## config.mk

```make
export PLATFORM = sky130hd
export DESIGN_NAME = rng_sop_dispatch_flat
export DESIGN_NICKNAME = d
export VERILOG_FILES = /design/src/rtl/rng_sop_dispatch_if.sv /design/src/rtl/rng_sop_dispatch.sv /design/src/flat_wrapper.sv
export SDC_FILE = /design/constraint.sdc
export NUM_CORES = 1
export LEC_CHECK = 0
export BUFFER_PORTS_ARGS = -buffer_cell sky130_fd_sc_hd__buf_2
export CAP_MARGIN = 20
export CORE_UTILIZATION = 45
export CTS_CLUSTER_DIAMETER = 60
export DETAILED_ROUTE_END_ITERATION = 8
export PLACE_DENSITY = 0.65
export SLEW_MARGIN = 20
export SYNTH_ARGS = -nofsm -noshare
export SYNTH_HDL_FRONTEND = slang
export SYNTH_SLANG_ARGS = --single-unit
```

## constraint.sdc

```tcl
create_clock -name rng_clk -period 4.2 [get_ports rng_clk]
set_input_delay 0.84 -clock rng_clk [delete_from_list [all_inputs] [get_ports rng_clk]]
set_output_delay 0.84 -clock rng_clk [all_outputs]
set_load 0.05 [all_outputs]
```

## src/rtl/rng_sop_dispatch_if.sv

```systemverilog
// Handshake bundle between the RNG SOP source, the dispatcher and its consumer channels.
interface rng_sop_dispatch_if #(
  parameter int SRC_W = 128,
  parameter int OUT_W = 32,
  parameter int NCH   = 2
);
  logic             sop_valid;
  logic [SRC_W-1:0] sop_data;
  logic             rd_sop;
  logic [NCH-1:0]   ch_req;
  logic [NCH-1:0]   ch_ack;
  logic [OUT_W-1:0] ch_data;

  modport master (
    output sop_valid, sop_data, ch_req,
    input  rd_sop, ch_ack, ch_data
  );

  modport slave (
    input  sop_valid, sop_data, ch_req,
    output rd_sop, ch_ack, ch_data
  );
endinterface

```

## src/rtl/rng_sop_dispatch.sv

```systemverilog
// Pre-fetches RNG words into a small FIFO and hands out OUT_W-bit slices to NCH
// consumers in round-robin order; each slice is delivered exactly once.
//
//  state      | meaning
//  FETCH_IDLE | no request in flight; rd_sop may issue
//  FETCH_WAIT | request in flight; next sop_valid is pushed
//  FETCH_DROP | request in flight but flushed; next sop_valid is dropped
module rng_sop_dispatch #(
  parameter int SRC_W = 128,
  parameter int OUT_W = 32,
  parameter int DEPTH = 4,
  parameter int NCH   = 2
) (
  input  logic                       rng_clk,
  input  logic                       rst_n,
  input  logic                       enable,
  input  logic                       flush,
  rng_sop_dispatch_if.slave          bus,
  output logic [$clog2(DEPTH+1)-1:0] level,
  output logic                       src_err
);
  localparam int RATIO = SRC_W / OUT_W;
  localparam int AW    = $clog2(DEPTH);
  localparam int LW    = $clog2(DEPTH + 1);
  localparam int SW    = (RATIO > 1) ? $clog2(RATIO) : 1;
  localparam int PW    = (NCH > 1) ? $clog2(NCH) : 1;

  typedef enum logic [1:0] {
    FETCH_IDLE,
    FETCH_WAIT,
    FETCH_DROP
  } fetch_t;

  fetch_t state, state_nxt;

  logic [SRC_W-1:0]             mem [DEPTH];
  logic [AW-1:0]                wr_ptr, rd_ptr;
  logic [SW-1:0]                sub_idx;
  logic [PW-1:0]                rr_ptr, grant_idx, next_rr, cand_idx;
  logic [RATIO-1:0][OUT_W-1:0]  head;
  logic                         grant, push, pop, issue, unsolicited, rd_sop_q;
  int                           cand;

  assign head        = mem[rd_ptr];
  assign push        = bus.sop_valid && (state == FETCH_WAIT) && !flush;
  assign unsolicited = bus.sop_valid && (state == FETCH_IDLE);
  assign issue       = enable && (state == FETCH_IDLE) && !flush && (level < LW'(DEPTH));
  assign pop         = grant && (sub_idx == SW'(RATIO - 1));
  assign next_rr     = (grant_idx == PW'(NCH - 1)) ? '0 : grant_idx + 1'b1;
  assign bus.rd_sop  = rd_sop_q;

  // Round-robin search starting at rr_ptr; the first requester found wins.
  always_comb begin
    grant     = 1'b0;
    grant_idx = '0;
    cand      = 0;
    cand_idx  = '0;
    if ((level != '0) && !flush) begin
      for (int k = 0; k < NCH; k++) begin
        cand = int'(rr_ptr) + k;
        if (cand >= NCH) cand = cand - NCH;
        cand_idx = PW'(cand);
        if (!grant && bus.ch_req[cand_idx]) begin
          grant     = 1'b1;
          grant_idx = cand_idx;
        end
      end
    end
  end

  always_comb begin
    bus.ch_ack  = '0;
    bus.ch_data = '0;
    if (grant) begin
      bus.ch_ack[grant_idx] = 1'b1;
      bus.ch_data           = head[sub_idx];
    end
  end

  // A flush while waiting parks in FETCH_DROP so the late word cannot land in the emptied FIFO.
  always_comb begin
    state_nxt = state;
    case (state)
      FETCH_IDLE: if (issue) state_nxt = FETCH_WAIT;
      FETCH_WAIT: begin
        if (bus.sop_valid) state_nxt = FETCH_IDLE;
        else if (flush)    state_nxt = FETCH_DROP;
      end
      FETCH_DROP: if (bus.sop_valid) state_nxt = FETCH_IDLE;
      default:    state_nxt = FETCH_IDLE;
    endcase
  end

  always_ff @(posedge rng_clk or negedge rst_n) begin
    if (!rst_n) begin
      state    <= FETCH_IDLE;
      rd_sop_q <= 1'b0;
      wr_ptr   <= '0;
      rd_ptr   <= '0;
      sub_idx  <= '0;
      rr_ptr   <= '0;
      level    <= '0;
      src_err  <= 1'b0;
    end else begin
      state    <= state_nxt;
      rd_sop_q <= issue;
      if (grant) rr_ptr <= next_rr;
      if (flush) begin
        wr_ptr  <= '0;
        rd_ptr  <= '0;
        sub_idx <= '0;
        level   <= '0;
        src_err <= 1'b0;
      end else begin
        if (push) wr_ptr <= wr_ptr + 1'b1;
        if (pop)  rd_ptr <= rd_ptr + 1'b1;
        if (grant) sub_idx <= pop ? '0 : sub_idx + 1'b1;
        if (push && !pop)      level <= level + 1'b1;
        else if (pop && !push) level <= level - 1'b1;
        if (unsolicited) src_err <= 1'b1;
      end
    end
  end

  always_ff @(posedge rng_clk) begin
    if (push) mem[wr_ptr] <= bus.sop_data;
  end
endmodule

```

## src/flat_wrapper.sv

```systemverilog
// flat-port wrapper written by rule: the top's interface ports become plain ports
module rng_sop_dispatch_flat 
#(
  parameter int SRC_W = 128,
  parameter int OUT_W = 32,
  parameter int DEPTH = 4,
  parameter int NCH   = 2
)
  (rng_clk, rst_n, enable, flush, level, src_err, bus_sop_valid, bus_sop_data, bus_ch_req, bus_rd_sop, bus_ch_ack, bus_ch_data);
  rng_sop_dispatch_if #(.SRC_W(SRC_W), .OUT_W(OUT_W), .NCH(NCH)) bus_i ();
  input  logic rng_clk;
  input  logic rst_n;
  input  logic enable;
  input  logic flush;
  output logic [$clog2(DEPTH+1)-1:0] level;
  output logic src_err;
  input wire logic [$bits(bus_i.sop_valid)-1:0] bus_sop_valid;
  input wire logic [$bits(bus_i.sop_data)-1:0] bus_sop_data;
  input wire logic [$bits(bus_i.ch_req)-1:0] bus_ch_req;
  output wire logic [$bits(bus_i.rd_sop)-1:0] bus_rd_sop;
  output wire logic [$bits(bus_i.ch_ack)-1:0] bus_ch_ack;
  output wire logic [$bits(bus_i.ch_data)-1:0] bus_ch_data;
  assign bus_i.sop_valid = bus_sop_valid;
  assign bus_i.sop_data = bus_sop_data;
  assign bus_i.ch_req = bus_ch_req;
  assign bus_rd_sop = bus_i.rd_sop;
  assign bus_ch_ack = bus_i.ch_ack;
  assign bus_ch_data = bus_i.ch_data;
  rng_sop_dispatch #(.SRC_W(SRC_W), .OUT_W(OUT_W), .DEPTH(DEPTH), .NCH(NCH)) u_core (.rng_clk(rng_clk), .rst_n(rst_n), .enable(enable), .flush(flush), .bus(bus_i), .level(level), .src_err(src_err));
endmodule
```

==> results.md <==
Floorplan:
- From bottom edge to top edge, the die measures 213.8 um.
- The effective utilization at floorplan is 45.64%.
- The die span in x is 213.8 um.
- The standard-cell row count is 77.
- The die covers 0.04570 sq mm.
- After floorplanning, the core was sized to cover 0.04422 sq mm.
- The top-level port count is 174.

Drt:
- After detailed routing, the number of remaining DRC violations is 0.
- The violation count after the first detailed-route iteration is 573.
- The count of nets left with antenna violations after detail routing is 0.
- For this block, the routed nets add up to 40340 um of wire.
- Summing over every cut layer, the via total after detailed routing is 9383.
- Dividing the detail-routed via count by the number of cells gives 5.439.
- The average wire length per cell after detail routing is 23.39 um.
- The first detailed-routing pass ran for 4 iterations.

Cells and area:
- The ratio of cells with drive above 1 in the final layout is 40.12%.
- The post-route cell area is 0.02372 sq mm.
- The fill cell instance count of the final layout is 3382.
- The area of combinational cells with multiple inputs is 0.004227 sq mm.
- From synthesis to final layout, the design area changed by 17.54%.
- The final layout net count is 1222.
- The total area of sequential cells is 0.01573 sq mm.

Logic synthesis:
- The number of enable-type register cells in the synthesized netlist is 512.
- The cell count after synthesis is 867.
- In this run the mean area of a mapped cell was 23.28 sq um.
- The most used flip-flop cell after synthesis is sky130_fd_sc_hd__edfxtp_1.
- The distinct cell type count of the synthesized netlist is 34.
- The number of nets produced by synthesis is 1008.
- The area of the mapped netlist is 0.02018 sq mm.
- The number of warnings printed during yosys synthesis is 0.
- The post-synthesis async set-or-reset flop share is 2.662%.
- For this run, the register share of the synthesized area comes to 77.91%.
- Synthesis inferred 526 register bits.

Worst setup path:
- The data arrival time of the critical path is 3.01 ns.
- In this run the worst path has a maximum fanout of 34.
- The worst register-to-register path begins at u_core.level[0].
- The launching element type of the critical path is a flop.
- The worst setup path endpoint is bus_ch_data[7].
- The worst setup path is captured at an output port.
- The worst-case register-to-register setup slack is 1.66 ns.
- The number of buffer and inverter instances along the worst setup path is 2.
- The class of the most critical setup path is reg2out.
- The depth of the critical timing path with buffers and inverters included is 5.
- The slowest stage of the critical path belongs to the cell sky130_fd_sc_hd__dfrtp_4.
- The worst register-to-register path has a depth of 8.
- In this run the critical register-to-register path is captured at u_core.level[2].
- The required time of the critical path is 3.36 ns.
- The worst stage delay on the critical path is 0.65 ns.
- The critical path starts at u_core.rd_ptr[0].
- The category of cells accounting for the largest share of critical-path delay is multiplexers.
- Traced cell by cell, the critical path runs through buf_12 -> mux4_2 -> mux2_2 -> a221o_1 -> buf_2.

Global route:
- Summed over all layers, the global routing overflow is 0.
- The met1 layer usage reported by global route is 23.93%.
- The number of antenna violations at the first check in global routing is 12.
- Global routing consumed, on the met3 layer, 4.599% of the routing resources.
- The layer flagged by global routing as most heavily used is met2.
- The via count of the first global-routing pass is 9883.
- The all-layer global routing usage is 18.05%.
- The first-pass GRT wire length is 59850 um.
- The met2 routing resource usage after global routing is 29.20%.
- The maximum number of pins on one net before global-route repair is 55.

Clock tree:
- The maximum count of clock buffers along a single path is 3.
- The root buffer cell chosen for the clock tree is sky130_fd_sc_hd__clkbuf_16.
- The clock insertion delay at the later pin of the skew report is 0.60 ns.
- The setup fix buffers added after clock tree synthesis is 0.
- CTS built an H-tree with a depth of 2.
- After clock tree synthesis, the repair step resized 0 gates.
- The CTS tree is yes.
- The tree built by TritonCTS fans out to 526 sinks.
- The hold buffer count at cts is 0.
- After clock tree synthesis, the clock-pin slew on the worst setup and hold paths is 0.06 ns.
- In this run, CTS created clock tree buffers numbering 54.

STA:
- The pin slew with the least headroom to its limit is 0.7039 ns.
- Between clock sinks in the finished design, the worst skew comes to 0.02003 ns.
- Timing would allow up to 259.8 MHz.
- The final worst-path setup slack is 0.3513 ns.
- Headroom to the max-slew limit came out at 52.72%.
- The final-report max-slew violation count came to 0.
- Subtracting the final worst setup slack from the clock period gives 3.849 ns.
- Setup total negative slack on the finished layout was measured at 0 ns.
- Setup repair after global routing left no endpoint under its margin.
- The final hold violation count is 0.
- The final critical path takes up 91.64% of the cycle.
- The setup violation total in the final timing report is 0.

Power:
- The analysis attributes to cell leakage a power of 0.007687 uW.
- The post-route total power is 10890 uW.
- The largest vdd supply drop is 0.0003888 V.
- The power per cell area is 458.9 mW/mm^2.

Worst hold path:
- The tightest min-delay check is of the in2async type.

Job:
- Across the run, the number of max-cap violations was 0.

Placed design:
- Summed over all nets, the half-perimeter wirelength after detailed placement is 24140 um.
- The count of port buffers added during placement is 173.
- Summing all placed instances gives a cell area of 0.02197 sq mm.
- The global placer's final weighted congestion is 0.7208.
- Timing analysis after detailed placement gives a worst setup slack of 0.7726 ns.

Run status:
- The run finished with clean final reports.
## how the worst min path moves through the flow
| stage | start | end | depth (start not counted) |
|---|---|---|---|
| after floorplan | u_core.state[1] | u_core.state[0] | 1 |
| after global placement | u_core.src_err | u_core.src_err | 2 |
| after detailed placement | u_core.src_err | u_core.src_err | 2 |
| after CTS | rst_n | u_core.state[0] | 1 |
| after global routing | rst_n | u_core.state[0] | 1 |
| final | rst_n | u_core.wr_ptr[1] | 1 |
## layout make-up
type | instances | share of cell area, %
Tap cell | 592 | 3.122
Clock buffer | 74 | 6.271
Timing Repair Buffer | 202 | 5.253
Multi-Input combinational cell | 290 | 17.82
Clock inverter | 25 | 1.013
Antenna cell | 9 | 0.09493
Inverter | 7 | 0.1108
Sequential cell | 526 | 66.32
## cell usage after synthesis (2+ instances only)
master	number	area [sq um]
sky130_fd_sc_hd__edfxtp_1	512	15370
sky130_fd_sc_hd__mux4_2	128	2883
sky130_fd_sc_hd__mux2_2	36	405.4
sky130_fd_sc_hd__nor2b_1	33	206.5
sky130_fd_sc_hd__a221o_1	31	310.3
sky130_fd_sc_hd__clkbuf_1	22	82.58
sky130_fd_sc_hd__dfrtp_1	14	350.3
sky130_fd_sc_hd__nor2_1	14	52.55
sky130_fd_sc_hd__buf_2	9	45.04
sky130_fd_sc_hd__inv_1	7	26.28
sky130_fd_sc_hd__buf_1	6	22.52
sky130_fd_sc_hd__buf_6	6	67.56
sky130_fd_sc_hd__nand2_1	6	22.52
sky130_fd_sc_hd__a21oi_1	5	25.02
sky130_fd_sc_hd__and2_1	5	31.28
sky130_fd_sc_hd__ha_1	5	62.56
sky130_fd_sc_hd__nor3_1	5	25.02
sky130_fd_sc_hd__nand3b_1	3	22.52
sky130_fd_sc_hd__xnor2_1	3	26.28
sky130_fd_sc_hd__mux2i_1	2	20.02
sky130_fd_sc_hd__o21ai_0	2	10.01
## registers in the layout (all words and copies together) (netlist names)
name and count:
u_core.bus.rd_sop 1, u_core.rr_ptr 1, u_core.level 3, u_core.sub_idx 2, u_core.state 2, u_core.wr_ptr 2, u_core.rd_ptr 2, u_core.mem 512
u_core.src_err 1
## power breakdown
group | switching [uW] | internal (uW)
clock network | 1910 | 2720
registers | 20.6 | 5810
logic | 260 | 158
total | 2190 | 8700
## routing by layer
metal | routed length (um) | up-vias
met1 | 16870 | 4925
met4 | 782 | 8
met2 | 19990 | 256
met3 | 2650 | 62
li1 | - | 4132
met5 | 45 | -
## metrics by stage
step / util (%) / std cells / hold WS [ns]
after global placement: 49.69 / 1617 / 0.4769
final: 53.65 / 1725 / 0.1548
after detailed placement: 49.69 / 1617 / 0.4910
after global routing: 53.62 / 1720 / 0.1549
after CTS: 53.60 / 1716 / 0.1308
after floorplan: - / 867 / 0.4754
## cells in the final DEF, fill, tap and decap left out, drive strengths merged, types with 2 or more instances in the layout
cell / netlist / final
nor2: 14 / 14
clkinv: 0 / 17
edfxtp: 512 / 512
diode: 0 / 9
o21ai: 2 / 2
inv: 7 / 11
clkbuf: 22 / 74
mux2: 36 / 36
nand3b: 3 / 3
nand2: 6 / 6
a221o: 31 / 31
a21oi: 5 / 5
bufinv: 0 / 4
and2: 5 / 5
nor2b: 33 / 33
xnor2: 3 / 3
dfrtp: 14 / 14
mux2i: 2 / 2
mux4: 128 / 128
nor3: 5 / 5
ha: 5 / 5
buf: 22 / 202
## logic make-up (layout without fill, tap and decap cells)
group | count (synthesis) | in the layout | synth area share (%)
flops | 526 | 526 | 77.91
simple gates | 71 | 71 | 1.959
fa+ha+maj | 6 | 6 | 0.4092
compound gates | 43 | 43 | 1.909
other cells | 0 | 9 | 0
mux | 166 | 166 | 16.39
buf+inv | 51 | 308 | 1.246
xor+xnor | 4 | 4 | 0.1736
(Power assumes the default switching activity.)
